File: src/rtl/pll_rst_seq.sv
// ============================================================================
// Module   : pll_rst_seq
// Purpose  : PLL reset / lock sequencer. Runs on the PLL reference clock,
//            holds the PLL in reset at power-up, waits for a filtered lock,
//            then releases core reset. Loss of lock re-sequences; a bounded
//            number of lock timeouts parks the block in FAIL.
// Ports    : clk        - reference (pad) clock, valid before lock
//            reset      - asynchronous active-low block reset
//            pll_lock   - PLL LOCK, asynchronous to clk
//            soft_rst   - (optional) active-high level soft reset, clk domain
//            pll_resetb - active-low PLL reset (registered)
//            core_rst_n - active-low core reset, clk domain (registered)
//            ready      - high only in RUN
//            lock_lost  - sticky, set on lock drop in HOLD or RUN
//            fail       - high in FAIL
//            retry_cnt  - lock timeouts so far, saturating at 255
// Options  : define PLL_RST_SEQ_SOFT_RST_EN to add the soft_rst input.
// Revision : 1.0 - initial release
// ============================================================================
`default_nettype none

module pll_rst_seq #(
  parameter int PLL_RST_CYCLES = 16,
  parameter int LOCK_FILT      = 8,
  parameter int LOCK_TIMEOUT   = 65535,
  parameter int CORE_RST_DLY   = 4,
  parameter int MAX_RETRY      = 3
) (
  input  logic       clk,
  input  logic       reset,
  input  logic       pll_lock,
`ifdef PLL_RST_SEQ_SOFT_RST_EN
  input  logic       soft_rst,
`endif
  output logic       pll_resetb,
  output logic       core_rst_n,
  output logic       ready,
  output logic       lock_lost,
  output logic       fail,
  output logic [7:0] retry_cnt
);

  // Counter widths; a parameter of 1 still needs a 1-bit counter.
  localparam int RW = (PLL_RST_CYCLES > 1) ? $clog2(PLL_RST_CYCLES) : 1;
  localparam int FW = (LOCK_FILT      > 1) ? $clog2(LOCK_FILT)      : 1;
  localparam int TW = (LOCK_TIMEOUT   > 1) ? $clog2(LOCK_TIMEOUT)   : 1;
  localparam int DW = (CORE_RST_DLY   > 1) ? $clog2(CORE_RST_DLY)   : 1;

  localparam logic [RW-1:0] RST_LAST  = RW'(PLL_RST_CYCLES - 1);
  localparam logic [FW-1:0] FILT_LAST = FW'(LOCK_FILT - 1);
  localparam logic [TW-1:0] TMO_LAST  = TW'(LOCK_TIMEOUT - 1);
  localparam logic [DW-1:0] HOLD_LAST = DW'(CORE_RST_DLY - 1);
  localparam logic [7:0]    MAX_RETRY_B = 8'(MAX_RETRY);

  typedef enum logic [2:0] {
    S_PLL_RST   = 3'd0,
    S_WAIT_LOCK = 3'd1,
    S_FILTER    = 3'd2,
    S_HOLD      = 3'd3,
    S_RUN       = 3'd4,
    S_FAIL      = 3'd5
  } state_t;

  state_t        state, state_n;
  logic [1:0]    sync;
  logic          lock_s;
  logic [RW-1:0] rst_cnt,  rst_cnt_n;
  logic [FW-1:0] filt_cnt, filt_cnt_n;
  logic [TW-1:0] tmo_cnt,  tmo_cnt_n;
  logic [DW-1:0] hold_cnt, hold_cnt_n;
  logic [7:0]    retry_n, retry_inc;
  logic          lost_n, timeout, filt_done;

  assign lock_s = sync[1];

  always_ff @(posedge clk or negedge reset) begin
    if (!reset) begin
      sync       <= 2'b00;
      state      <= S_PLL_RST;
      rst_cnt    <= '0;
      filt_cnt   <= '0;
      tmo_cnt    <= '0;
      hold_cnt   <= '0;
      retry_cnt  <= 8'd0;
      lock_lost  <= 1'b0;
      pll_resetb <= 1'b0;
      core_rst_n <= 1'b0;
      ready      <= 1'b0;
      fail       <= 1'b0;
    end else begin
      sync       <= {sync[0], pll_lock};
      state      <= state_n;
      rst_cnt    <= rst_cnt_n;
      filt_cnt   <= filt_cnt_n;
      tmo_cnt    <= tmo_cnt_n;
      hold_cnt   <= hold_cnt_n;
      retry_cnt  <= retry_n;
      lock_lost  <= lost_n;
      // Outputs are decoded from the next state so they come straight off flops.
      pll_resetb <= !((state_n == S_PLL_RST) || (state_n == S_FAIL));
      core_rst_n <= (state_n == S_RUN);
      ready      <= (state_n == S_RUN);
      fail       <= (state_n == S_FAIL);
    end
  end

  always_comb begin
    state_n    = state;
    rst_cnt_n  = rst_cnt;
    filt_cnt_n = filt_cnt;
    tmo_cnt_n  = tmo_cnt;
    hold_cnt_n = hold_cnt;
    retry_n    = retry_cnt;
    lost_n     = lock_lost;
    retry_inc  = (retry_cnt == 8'hFF) ? retry_cnt : retry_cnt + 8'd1;
    timeout    = (tmo_cnt == TMO_LAST);
    // From WAIT_LOCK the first high sample is filter count 1.
    filt_done  = (state == S_WAIT_LOCK) ? (LOCK_FILT <= 1) : (filt_cnt == FILT_LAST);

    case (state)
      S_PLL_RST: begin
        if (rst_cnt == RST_LAST) begin
          state_n   = S_WAIT_LOCK;
          rst_cnt_n = '0;
          tmo_cnt_n = '0;
        end else begin
          rst_cnt_n = rst_cnt + RW'(1);
        end
      end
      // The timeout counter spans both states so a flickering lock cannot
      // postpone the per-attempt timeout indefinitely. Timeout has priority.
      S_WAIT_LOCK, S_FILTER: begin
        if (timeout) begin
          retry_n    = retry_inc;
          tmo_cnt_n  = '0;
          filt_cnt_n = '0;
          state_n    = (retry_inc >= MAX_RETRY_B) ? S_FAIL : S_PLL_RST;
        end else begin
          tmo_cnt_n = tmo_cnt + TW'(1);
          if (!lock_s) begin
            state_n    = S_WAIT_LOCK;
            filt_cnt_n = '0;
          end else if (filt_done) begin
            state_n    = S_HOLD;
            filt_cnt_n = '0;
            hold_cnt_n = '0;
          end else begin
            state_n    = S_FILTER;
            filt_cnt_n = (state == S_WAIT_LOCK) ? FW'(1) : filt_cnt + FW'(1);
          end
        end
      end
      S_HOLD: begin
        if (!lock_s) begin
          lost_n     = 1'b1;
          state_n    = S_PLL_RST;
          hold_cnt_n = '0;
        end else if (hold_cnt == HOLD_LAST) begin
          state_n    = S_RUN;
          hold_cnt_n = '0;
        end else begin
          hold_cnt_n = hold_cnt + DW'(1);
        end
      end
      S_RUN: begin
        if (!lock_s) begin
          lost_n  = 1'b1;
          state_n = S_PLL_RST;
        end
      end
      S_FAIL: begin
        state_n = S_FAIL;
      end
      default: begin
        state_n = S_PLL_RST;
      end
    endcase

`ifdef PLL_RST_SEQ_SOFT_RST_EN
    // Soft reset overrides every state; lock_lost history is kept.
    if (soft_rst) begin
      state_n    = S_PLL_RST;
      rst_cnt_n  = '0;
      filt_cnt_n = '0;
      tmo_cnt_n  = '0;
      hold_cnt_n = '0;
      retry_n    = 8'd0;
    end
`endif
  end

endmodule

`default_nettype wire

File: config.mk
export PLATFORM = sky130hd
export DESIGN_NAME = pll_rst_seq
export DESIGN_NICKNAME = d
export VERILOG_FILES = /design/src/rtl/pll_rst_seq.sv
export SDC_FILE = /design/constraint.sdc
export NUM_CORES = 1
export LEC_CHECK = 0
export ABC_AREA = 1
export CAP_MARGIN = 40
export CORE_ASPECT_RATIO = 0.6
export CORE_MARGIN = 1.5
export CORE_UTILIZATION = 57
export DETAILED_ROUTE_END_ITERATION = 12
export MAX_ROUTING_LAYER = met4
export PLACE_DENSITY_LB_ADDON = 0.1
export SYNTH_ARGS = -nofsm -noshare
export SYNTH_HDL_FRONTEND = slang
export SYNTH_SLANG_ARGS = --single-unit
File: constraint.sdc
create_clock -name clk -period 2 [get_ports clk]
set_clock_uncertainty 0.1 [all_clocks]
set_input_delay 0.2 -clock clk [delete_from_list [all_inputs] [get_ports clk]]
set_output_delay 0.2 -clock clk [all_outputs]
set_load 0.02 [all_outputs]
**Word-level counts from Yosys, hierarchy flattened**

Cells that the tools add are included.

- Bits in latches: 0
- RAM bits: 0
- ROM bits: 0
- Input bits: 3
- Logic and storage cells: 71
- Register bits: 42
- Memories kept: 0

- Add/sub/neg operators: 5
- Divide/modulo/power cells: 0
- Equality and inequality tests: 16
- Magnitude comparators: 1
- Bitwise logic cells: 1
- Shifts and indexed selects: 0
- Reduce and logical (&&, ||, !) cells: 12
- Multiplexer cells: 25
- Multipliers: 0

Operators by type and width:

| cell | number |
|---|---|
| $mux W16 | 2 |
| $pmux W16 S2 | 1 |
| $mux W3 | 10 |
| $add A16 B1 Y16 const B | 1 |
| $eq A16 B16 Y1 const B | 1 |
| $eq A3 B3 Y1 const B | 5 |
| $pmux W3 S5 | 1 |
| $mux W2 | 6 |
| $add A8 B1 Y8 const B | 1 |
| $eq A8 B8 Y1 const B | 1 |
| $ge A8 B2 Y1 const B | 1 |
| $mux W8 | 1 |
| $ne A2 B2 Y1 const B | 4 |
| $eq A3 B2 Y1 const B | 2 |
| $logic_not A3 Y1 | 2 |
| $reduce_and A2 Y1 | 3 |
| $add A4 B1 Y4 const B | 1 |
| $eq A4 B4 Y1 const B | 1 |
| $mux W4 | 1 |
| $pmux W2 S2 | 1 |
| $reduce_and A4 Y1 | 1 |
| $reduce_bool A2 Y1 | 2 |
| $reduce_or A2 Y1 | 2 |
| $add A3 B1 Y3 const B | 1 |
| 7 further kinds | 8 |

**Depth between registers and ports, before layout**

Gate-level depths: netlist of the first run.

- Word-level depth: 9
- Mapped depth: 14
- Gate-level depth less buffers: 13

**Worst setup path after synthesis of the first run**

OpenSTA, ideal clock, no wires.

- Path type: register -> register
- From: register retry_cnt[1]
- To: register pll_resetb
- Path slack: 0.091 ns
- Data arrival time: 1.692 ns
- Stages on the path, launching flop included: 13
- Setup time: 0.116 ns
- Period minus slack after synthesis: 1.909 ns
- Buffers on the path: 0
- Required time: 1.784 ns
- Path through: dfrtp_1 ha_1 nand2_2 nor2_2 nand2_2 nand2_1 nand2_1 a21oi_2 nand3_1 nand2_1 nand3_1 nand2_1 nand2_1

- Word-level cells in the longest chain between the ends: 9
- Elaborated cells on any way between the ends: 11
- Those cells by class: 1 x add/sub; 1 x order compare; 2 x eq/ne; 4 x mux; 3 x reduce/logical

RTL lines:

| what | line | RTL |
|---|---|---|
| start, declared | 40 | `output logic [7:0] retry_cnt` |
| start signal, assigned | 97 | `retry_cnt <= retry_n;` |
| $add A8 B1 Y8 / $eq A8 B8 Y1 (equally long branches) | 115 | `retry_inc = (retry_cnt == 8'hFF) ? retry_cnt : retry_cnt + 8'd1;` |
| $mux W8 (*) | 115 |  |
| $ge A8 B2 Y1 (*) | 137 | `state_n = (retry_inc >= MAX_RETRY_B) ? S_FAIL : S_PLL_RST;` |
| $mux W3 (*) | 137 |  |
| $mux W3 (*) | 133 | `if (timeout) begin` |
| $pmux W3 S5 (*) | 120 | `case (state)` |
| $eq A3 B3 Y1 / $logic_not A3 Y1 (equally long branches) | 100 | `pll_resetb <= !((state_n == S_PLL_RST) \|\| (state_n == S_FAIL));` |
| $logic_or A1 B1 Y1 (*) | 100 |  |
| $logic_not A1 Y1 (*) | 100 |  |
| end signal, assigned | 100 |  |
| end, declared | 35 | `output logic pll_resetb,` |

Mark *: on every way between the ends. The rest lies on a longest branch, timed or not.
A chain may end at the register's enable or synchronous reset.

**Worst setup path after layout of the first run**

- From: register retry_cnt[0]
- To: register pll_resetb

The elaborated chain is that of the path after synthesis.

==> results of run 1 <==
[placed cells by master, fill, tap and decap left out, types with 3 or more instances in the layout]
cell type / instances
nand2_2: 7
nor2_2: 3
o21ai_0: 19
nor2_1: 25
inv_2: 4
nand3_1: 20
a31oi_1: 3
clkdlybuf4s50_1: 14
buf_4: 7
inv_1: 30
nand4_1: 7
ha_1: 6
nand2_1: 69
xor2_1: 4
o21ai_1: 4
nor3_1: 7
clkbuf_8: 5
dfrtp_1: 41
nor2_8: 4
a21oi_1: 10
[metal layers]
layer	vias to the layer above	track usage	share of wire
met5	-	-	0
met4	0	0.0397	0.0049
met1	971	0.382	0.54
li1	1049	-	-
met2	70	0.319	0.40
met3	5	0.0521	0.057
[power by group]
part / internal, uW / switching (uW)
sequential: 1020 / 145
clock: 373 / 295
combinational: 372 / 676
total: 1760 / 1120
[cell usage after synthesis]
cell type and count:
a21o_1 1, a21oi_1 10, a21oi_2 1, a22o_1 1
a31oi_1 3, and3_1 1, buf_4 2, buf_8 1
clkinv_4 2, dfrtp_1 42, ha_1 7, inv_1 30
inv_2 4, inv_4 3, inv_6 1, nand2_1 69
nand2_2 7, nand3_1 20, nand3_2 1, nand3_4 1
nand4_1 7, nand4_2 1, nor2_1 25, nor2_2 4
nor2_4 1, nor2_8 4, nor3_1 7, nor3b_1 2
nor4_1 1, o2111ai_1 1, o211ai_1 1, o21ai_0 19
o21ai_1 4, o21ai_2 1, o21bai_1 2, o22ai_1 2
o31ai_1 1, o32ai_1 2, or2_4 1, xnor2_1 1
xor2_1 4
[cell type report]
type | instances | area (um^2)
fill | 344 | 1230
inverter | 40 | 175
clock buffer | 6 | 72.6
timing repair buffer | 25 | 248
sequential | 42 | 1050
multi-input combinational | 213 | 1200
clock inverter | 2 | 37.5
tap | 60 | 75.1
[worst max-delay path: stages (launching register included)]
cell     delay (ns)
dfrtp_1        0.40
ha_4           0.19
nand2_2        0.08
nor2_4         0.12
nand2_2        0.12
nand2_1        0.08
nand2_1        0.08
a21oi_2        0.16
nand3_1        0.10
nand2_1        0.11
nand3_1        0.08
nand2_1        0.07
nand2_1        0.04
[path summary, 6_finish.rpt]
kind	start	end	slack (ns)
max in group asynchronous	reset	retry_cnt[2]	0.98
min in group asynchronous	reset	tmo_cnt[12]	0.31
worst min-delay path	pll_lock	sync[0]	0.24
worst max register to register	retry_cnt[0]	pll_resetb	0.17
worst max-delay path	retry_cnt[0]	pll_resetb	0.17
worst min register to register	sync[0]	sync[1]	0.26
[state kept, by name (all words and copies together) (netlist names)]
signal,cells
state,3
lock_lost,1
ready,1
pll_resetb,1
filt_cnt,3
hold_cnt,2
rst_cnt,4
sync,2
tmo_cnt,16
retry_cnt,8
fail,1
[kinds of logic (layout without fill, tap and decap cells)]
family | count (synthesis) | count (layout) | share of synthesized area
and+or+nand+nor | 152 | 152 | 0.315
AOI/OAI and AO/OA | 49 | 49 | 0.117
buffers and inverters | 43 | 73 | 0.0831
DFF | 42 | 42 | 0.431
adders and majority gates | 7 | 7 | 0.0359
xor gates and xnor gates | 5 | 5 | 0.0179
[metrics by stage]
stage | power (uW) | setup slack [ns] | cells | util | area [um^2]
floorplan | 1970 | 0.0912 | 298 | - | 2440
global route | 3100 | 0.00710 | 388 | 0.699 | 2860
CTS | 2890 | 0.0865 | 384 | 0.683 | 2800
finish | 2880 | 0.169 | 388 | 0.699 | 2860
detailed placement | 2210 | 0.132 | 375 | 0.654 | 2680
global placement | 2180 | 0.151 | 375 | 0.654 | 2680
[repair_timing]
action,CTS,global route
hold endpoints to repair,21,0
resized for setup,0,5
endpoints found under the setup margin,0,4
hold buffers,1,0
setup buffers,0,4
==> qor.csv, run 1 <==
stage,metric,value,unit
run_status,status,"finished, final reports clean",
grt,grt_usage,0.244,
grt,antenna_found_initial,0,
setup_path,crit_fanout,8,
timing,setup_tns,0,ns
timing,fin_hold_ws,0.240,ns
clock_tree,root_buffer,clkbuf_8,
timing,finalSetupViolations,0,
timing,period_share,0.915,
floorplan,io_pins,16,
synth,ys_ff_latch,42,
synth,yosys_warnings,0,
synth,postSynthAreaPerCell,8.19,um^2
final_layout,drive_above_1_share,0.155,
synth,synthCells,298,
clock_tree,cts_tree,done,
final_layout,area_delta_synth_final,17.4,%
setup_path,worstSetupStartpointType,flop,
place,gp_congestion,0.940,
grt,grt_pass1_vias,1790,
clock_tree,cts_buffers,5,
synth,syn_area,2440,um^2
pwr,peakVddDrop,690,uV
setup_path,end_kind,flop,
floorplan,core-area,4100,um^2
timing,grt_setup_unrepaired,no,
clock_tree,ctsLongestPathBuffers,2,
min_path,min_path_type,input port to flop,
detailed_routing,via_per_inst,5.40,
detailed_routing,first_pass_iters,5,
synth,synth_top_area_frac,0.431,
timing,final_hold_viol_count,0,
floorplan,die-area,4700,um^2
timing,maxSlewHeadroom,0.645,
synth,synthDistinctLibCells,41,
flow_run,max_cap_violations,0,
setup_path,critical_path_class,flop to flop,
grt,grt_pass1_wl,8330,um
synth,synth_area_leaders,"dfrtp_1 43%, nand2_1 11%, inv_1 4.6%",
detailed_routing,routed_wl,5140,um
timing,drv_slew,0,
synth,synth_top_area_cell,dfrtp_1,
timing,max_freq,546,MHz
grt,grt_max_degree,23,
timing,tightest_slew,0.533,ns
clock_tree,clock_latency,0.29,ns
detailed_routing,wl_per_cell,13.2,um
place,io_buffers,15,
final_layout,diodes,0,
floorplan,num_rows,18,
synth,synth-seq-area-share,0.431,
detailed_routing,drt.antenna.violating_nets,0,
detailed_routing,drt_iter0_markers,134,
grt,overflow,0,
clock_tree,htree_levels,2,
min_path,min_path_cells,1,
place,dp_hpwl,3810,um
floorplan,die_h,53.7,um
setup_path,ff2ff_path_depth,12,
floorplan,die_w,87.5,um
final_layout,final_nets,337,
detailed_routing,drc,0,
synth,synth_nets,308,
timing,period_needed,1.83,ns
pwr,cellLeakagePower,0.00133,uW
clock_tree,clkSinkCount,42,
floorplan,start_util,0.595,
clock_tree,clk_pin_slew,0.08,ns
detailed_routing,num_vias,2095,
setup_path,crit_required,2.08,ns
pwr,pwr_density_cell,1000,nW/um^2
setup_path,cp.arrival,1.92,ns
(Power assumes the default switching activity.)
==> inputs of run 2 (changes only) <==
Settings changed: TNS_END_PERCENT set to 20.
==> qor.csv, run 2 (same netlist as run 1, synthesis figures left out) <==
stage,metric,value,unit
pwr,cellLeakagePower,0.00132,uW
detailed_routing,drt.antenna.violating_nets,0,
place,dpl_cell_area,2680,um^2
timing,setup_tns,0,ns
setup_path,ff2ff_setup_slack,0.16,ns
floorplan,die_w,87.5,um
setup_path,r2r-start,tmo_cnt[0],
min_path,min_path_cells,1,
final_layout,area_delta_synth_final,16.5,%
clock_tree,cts_tree,done,
timing,period_share,0.921,
place,dp_hpwl,3810,um
timing,drv_slew,0,
grt,grt_max_degree,23,
floorplan,start_util,0.595,
pwr,pwr_density_cell,1010,nW/um^2
pwr,peakVddDrop,691,uV
place,dpl_worst_slack,0.132,ns
min_path,min_path_type,input port to flop,
timing,finalSetupViolations,0,
floorplan,core-area,4100,um^2
final_layout,top_regs,"tmo_cnt: 16 flops, retry_cnt: 8 flops, rst_cnt: 4 flops",
detailed_routing,via_per_inst,5.40,
clock_tree,clock_latency,0.29,ns
detailed_routing,first_pass_iters,5,
grt,grt_pass1_vias,1790,
final_layout,drive_above_1_share,0.150,
setup_path,crit_fanout,10,
grt,antenna_found_initial,0,
timing,grt_setup_unrepaired,yes,
run_status,status,"finished, final reports clean",
floorplan,num_rows,18,
timing,worst_slack,0.158,ns
final_layout,final_nets,335,
clock_tree,clk_pin_slew,0.08,ns
grt,grt_pass1_wl,8330,um
final_layout,largest_reg_flops,16,
grt,grt_usage,0.244,
detailed_routing,drt_iter0_markers,129,
clock_tree,cts_buffers,5,
final_layout,diodes,0,
grt,grt_use_met2,0.319,
grt,grt_use_met3,0.0521,
detailed_routing,num_vias,2085,
grt,grt_use_met1,0.382,
place,gp_congestion,0.940,
min_path,hold-path-endpoint,sync[0],
flow_run,max_cap_violations,0,
final_layout,fillers,345,
grt,overflow,0,
timing,max_freq,543,MHz
place,io_buffers,15,
setup_path,end_kind,flop,
min_path,min_from,pll_lock,
setup_path,worstSetupStartpointType,flop,
timing,final_hold_viol_count,0,
final_layout,fin_area,2840,um^2
timing,period_needed,1.84,ns
clock_tree,htree_levels,2,
detailed_routing,wl_per_cell,13.4,um
floorplan,io_pins,16,
clock_tree,ctsLongestPathBuffers,2,
setup_path,crit_required,2.08,ns
detailed_routing,routed_wl,5170,um
detailed_routing,drc,0,
clock_tree,clkSinkCount,42,
setup_path,rr_endpoint,pll_resetb,
timing,maxSlewHeadroom,0.644,
setup_path,critical_path_class,flop to flop,
final_layout,top_register,tmo_cnt,
final_layout,final_util,0.693,
clock_tree,root_buffer,clkbuf_8,
floorplan,die_h,53.7,um
setup_path,ff2ff_path_depth,13,
grt,top_usage_layer,met1,
setup_path,cp.arrival,1.93,ns
final_layout,final_common_cell,nand2_1,
floorplan,die-area,4700,um^2
timing,tightest_slew,0.533,ns
final_layout,final_cell_mix,"69 x nand2_1, 41 x dfrtp_1, 30 x inv_1",
==> run 2: changes by cell type in the layout (fill, tap and decap cells not counted) <==
cell    before  now
nor2_4       2    3
buf_4        7    6
nor2_2       3    2
buf_12       2    1
==> run 2: metrics by stage <==
stage / total power (uW) / std cells / hold slack (ns)
final: 2880 / 386 / 0.240
after global routing: 3100 / 386 / 0.245
after CTS: 2890 / 384 / 0.235
after detailed placement: 2210 / 375 / 0.105
after global placement: 2180 / 375 / 0.106
after floorplan: 1970 / 298 / -0.196
==> run 2: metal layers <==
metal	vias up	share of wire
li1	1039	-
met1	978	0.54
met2	63	0.40
met3	5	0.052
met4	0	0.0048
met5	-	0
==> run 2: how the worst max path moves through the flow <==
stage	startpoint	end	depth (start not counted)
2_1_floorplan	retry_cnt[1]	pll_resetb	12
3_3_place_gp	tmo_cnt[0]	tmo_cnt[11]	12
3_5_place_dp	retry_cnt[1]	pll_resetb	12
4_1_cts	retry_cnt[1]	pll_resetb	12
5_1_grt	tmo_cnt[0]	pll_resetb	13
6_report	tmo_cnt[0]	pll_resetb	13
==> run 2: cell type report <==
type | instances | area, um^2 | area share
repair buffers | 23 | 220 | 0.0775
clock inverters | 2 | 37.5 | 0.0132
clock buffers | 6 | 72.6 | 0.0255
inverters | 40 | 175 | 0.0616
flip-flops and latches | 42 | 1050 | 0.370
well taps | 60 | 75.1 | 0.0264
multi-input cells | 213 | 1210 | 0.425
==> run 2: worst max-delay path: stages, from the launching register on <==
cell and delay (ns):
dfrtp_1 0.40, inv_1 0.09, ha_1 0.19, nand2_1 0.07
nor2_2 0.09, nand3_2 0.11, nor2_8 0.17, inv_4 0.06
nor2_8 0.15, nand2_2 0.08, nand2_2 0.08, inv_2 0.03
nand2_1 0.05, nand2_1 0.04
==> run 2: power breakdown <==
part | leakage, uW | internal, uW | switching (uW)
Combinational | 0.000713 | 372 | 676
Clock | 0.0000514 | 373 | 296
Sequential | 0.000557 | 1020 | 145
==> run 2: timing repair <==
item	CTS	global route
buffers inserted	0	2
resized for setup	0	6
endpoints found under the hold margin	21	0
endpoints found under the setup margin	0	4
hold buffers	1	0
==> inputs of run 3 (changes only) <==
Settings changed: PLACE_DENSITY set to 0.8, PLACE_DENSITY_LB_ADDON 0.1 to unset.
==> qor.csv, run 3 (same netlist as run 1, synthesis figures left out) <==
stage,metric,value,unit
final_layout,diodes,0,
setup_path,end_kind,flop,
grt,overflow,0,
timing,max_freq,543,MHz
setup_path,cp.arrival,1.93,ns
grt,top_usage_layer,met1,
pwr,combPwrFrac,0.360,
pwr,peakVddDrop,696,uV
final_layout,final_nets,333,
detailed_routing,drt.antenna.violating_nets,0,
pwr,total_power,2860,uW
timing,grt_setup_unrepaired,no,
floorplan,num_rows,18,
setup_path,crit_end,tmo_cnt[9],
timing,tightest_slew,0.578,ns
clock_tree,clkSinkCount,42,
grt,grt_use_met3,0.0567,
setup_path,worstSetupStartpointType,flop,
timing,period_needed,1.84,ns
detailed_routing,routed_wl,5010,um
pwr,p_int,1750,uW
timing,drv_slew,0,
clock_tree,ctsLongestPathBuffers,2,
floorplan,die_w,87.5,um
detailed_routing,first_pass_iters,4,
final_layout,top_regs,"tmo_cnt: 16 flops, retry_cnt: 8 flops, rst_cnt: 4 flops",
timing,fin_hold_ws,0.239,ns
setup_path,cp.depth,11,
clock_tree,htree_levels,2,
timing,period_share,0.921,
timing,final_hold_viol_count,0,
floorplan,die_h,53.7,um
grt,grt_use_met1,0.343,
pwr,clkPwrFrac,0.235,
run_status,status,"finished, final reports clean",
place,io_buffers,15,
setup_path,ff2ff_path_depth,11,
setup_path,r2r-start,tmo_cnt[0],
min_path,min_path_type,input port to flop,
grt,antenna_found_initial,0,
floorplan,core-area,4100,um^2
final_layout,drive_above_1_share,0.145,
timing,setup_tns,0,ns
grt,grt_use_met2,0.328,
final_layout,final_cell_mix,"69 x nand2_1, 42 x dfrtp_1, 30 x inv_1",
final_layout,fin_area,2800,um^2
setup_path,cp_slowest_cell,dfrtp_1,
pwr,cellLeakagePower,0.00131,uW
pwr,p_sw,1100,uW
final_layout,largest_reg_flops,16,
clock_tree,clock_latency,0.30,ns
final_layout,final_common_cell,nand2_1,
grt,grt_pass1_vias,1764,
clock_tree,cts_buffers,5,
setup_path,cpPeakStageDelay,0.40,ns
place,gp_congestion,0.873,
place,dpl_cell_area,2660,um^2
clock_tree,clk_pin_slew,0.09,ns
setup_path,crit_start,tmo_cnt[0],
floorplan,io_pins,16,
pwr,pwr_density_cell,1020,nW/um^2
detailed_routing,via_per_inst,5.35,
flow_run,max_cap_violations,0,
floorplan,start_util,0.595,
timing,finalSetupViolations,0,
setup_path,path_delay_family,simple AND/OR/NAND/NOR gates,
grt,grt_usage,0.238,
detailed_routing,wl_per_cell,13.0,um
setup_path,ff2ff_setup_slack,0.16,ns
final_layout,top_register,tmo_cnt,
detailed_routing,num_vias,2055,
final_layout,area_delta_synth_final,14.9,%
setup_path,path_buf_inv,2,
setup_path,crit_required,2.09,ns
clock_tree,root_buffer,clkbuf_8,
timing,maxSlewHeadroom,0.615,
grt,grt_max_degree,27,
detailed_routing,drc,0,
setup_path,path_cells,inv_1 -> ha_1 -> nand2_1 -> nor2_2 -> nand3_2 -> nor2_8 -> nor2_8 -> inv_4 -> a21oi_1 -> o21ai_0 -> o21ai_1,
setup_path,crit_fanout,10,
setup_path,critical_path_class,flop to flop,
grt,grt_pass1_wl,8110,um
pwr,switching_share,0.386,
final_layout,final_util,0.684,
setup_path,cpMostUsedCell,nor2_8,
place,dp_hpwl,3710,um
detailed_routing,drt_iter0_markers,160,
clock_tree,cts_tree,done,
pwr,seq_power_share,0.405,
floorplan,die-area,4700,um^2
setup_path,rr_endpoint,tmo_cnt[9],
-- run 3: worst min path at each step --
stage | to | start | cells past startpoint
after floorplan | fail | reset | 0
after global placement | tmo_cnt[12] | reset | 1
after detailed placement | tmo_cnt[10] | reset | 1
after CTS | sync[0] | pll_lock | 1
after global routing | sync[0] | pll_lock | 1
final | sync[0] | pll_lock | 1
-- run 3: area by class of cell --
type	instances	area, um^2
Multi-Input combinational cell	213	1200
Sequential cell	42	1050
Clock inverter	3	40.0
Inverter	40	173
Tap cell	60	75.1
Fill cell	358	1290
Clock buffer	5	68.8
Timing Repair Buffer	21	193
-- run 3: what timing repair did --
action	4_1_cts	5_1_grt
gates resized for setup	0	3
endpoints found under the hold margin	25	0
setup endpoints to repair	0	4
hold buffers	1	0
setup buffers	0	1
-- run 3: metrics by stage --
step	worst slack [ns]	cells
3_5_place_dp	0.109	374
5_1_grt	0.00211	384
4_1_cts	0.0809	383
3_3_place_gp	0.181	374
6_report	0.159	384
2_1_floorplan	0.0912	298
-- run 3: routing by layer --
metal  vias to the layer above  part of all wire
li1                       1039                 -
met1                       956              0.52
met2                        54              0.42
met3                         6             0.049
met4                         0            0.0082
met5                         -                 0
-- run 3: power groups by stage --
stage	Sequential, uW	Clock [uW]	Combinational, uW
floorplan	1170	0	809
global placement	1160	0	991
detailed placement	1170	0	1040
CTS	1160	685	1050
global route	1180	720	1160
finish	1160	673	1030
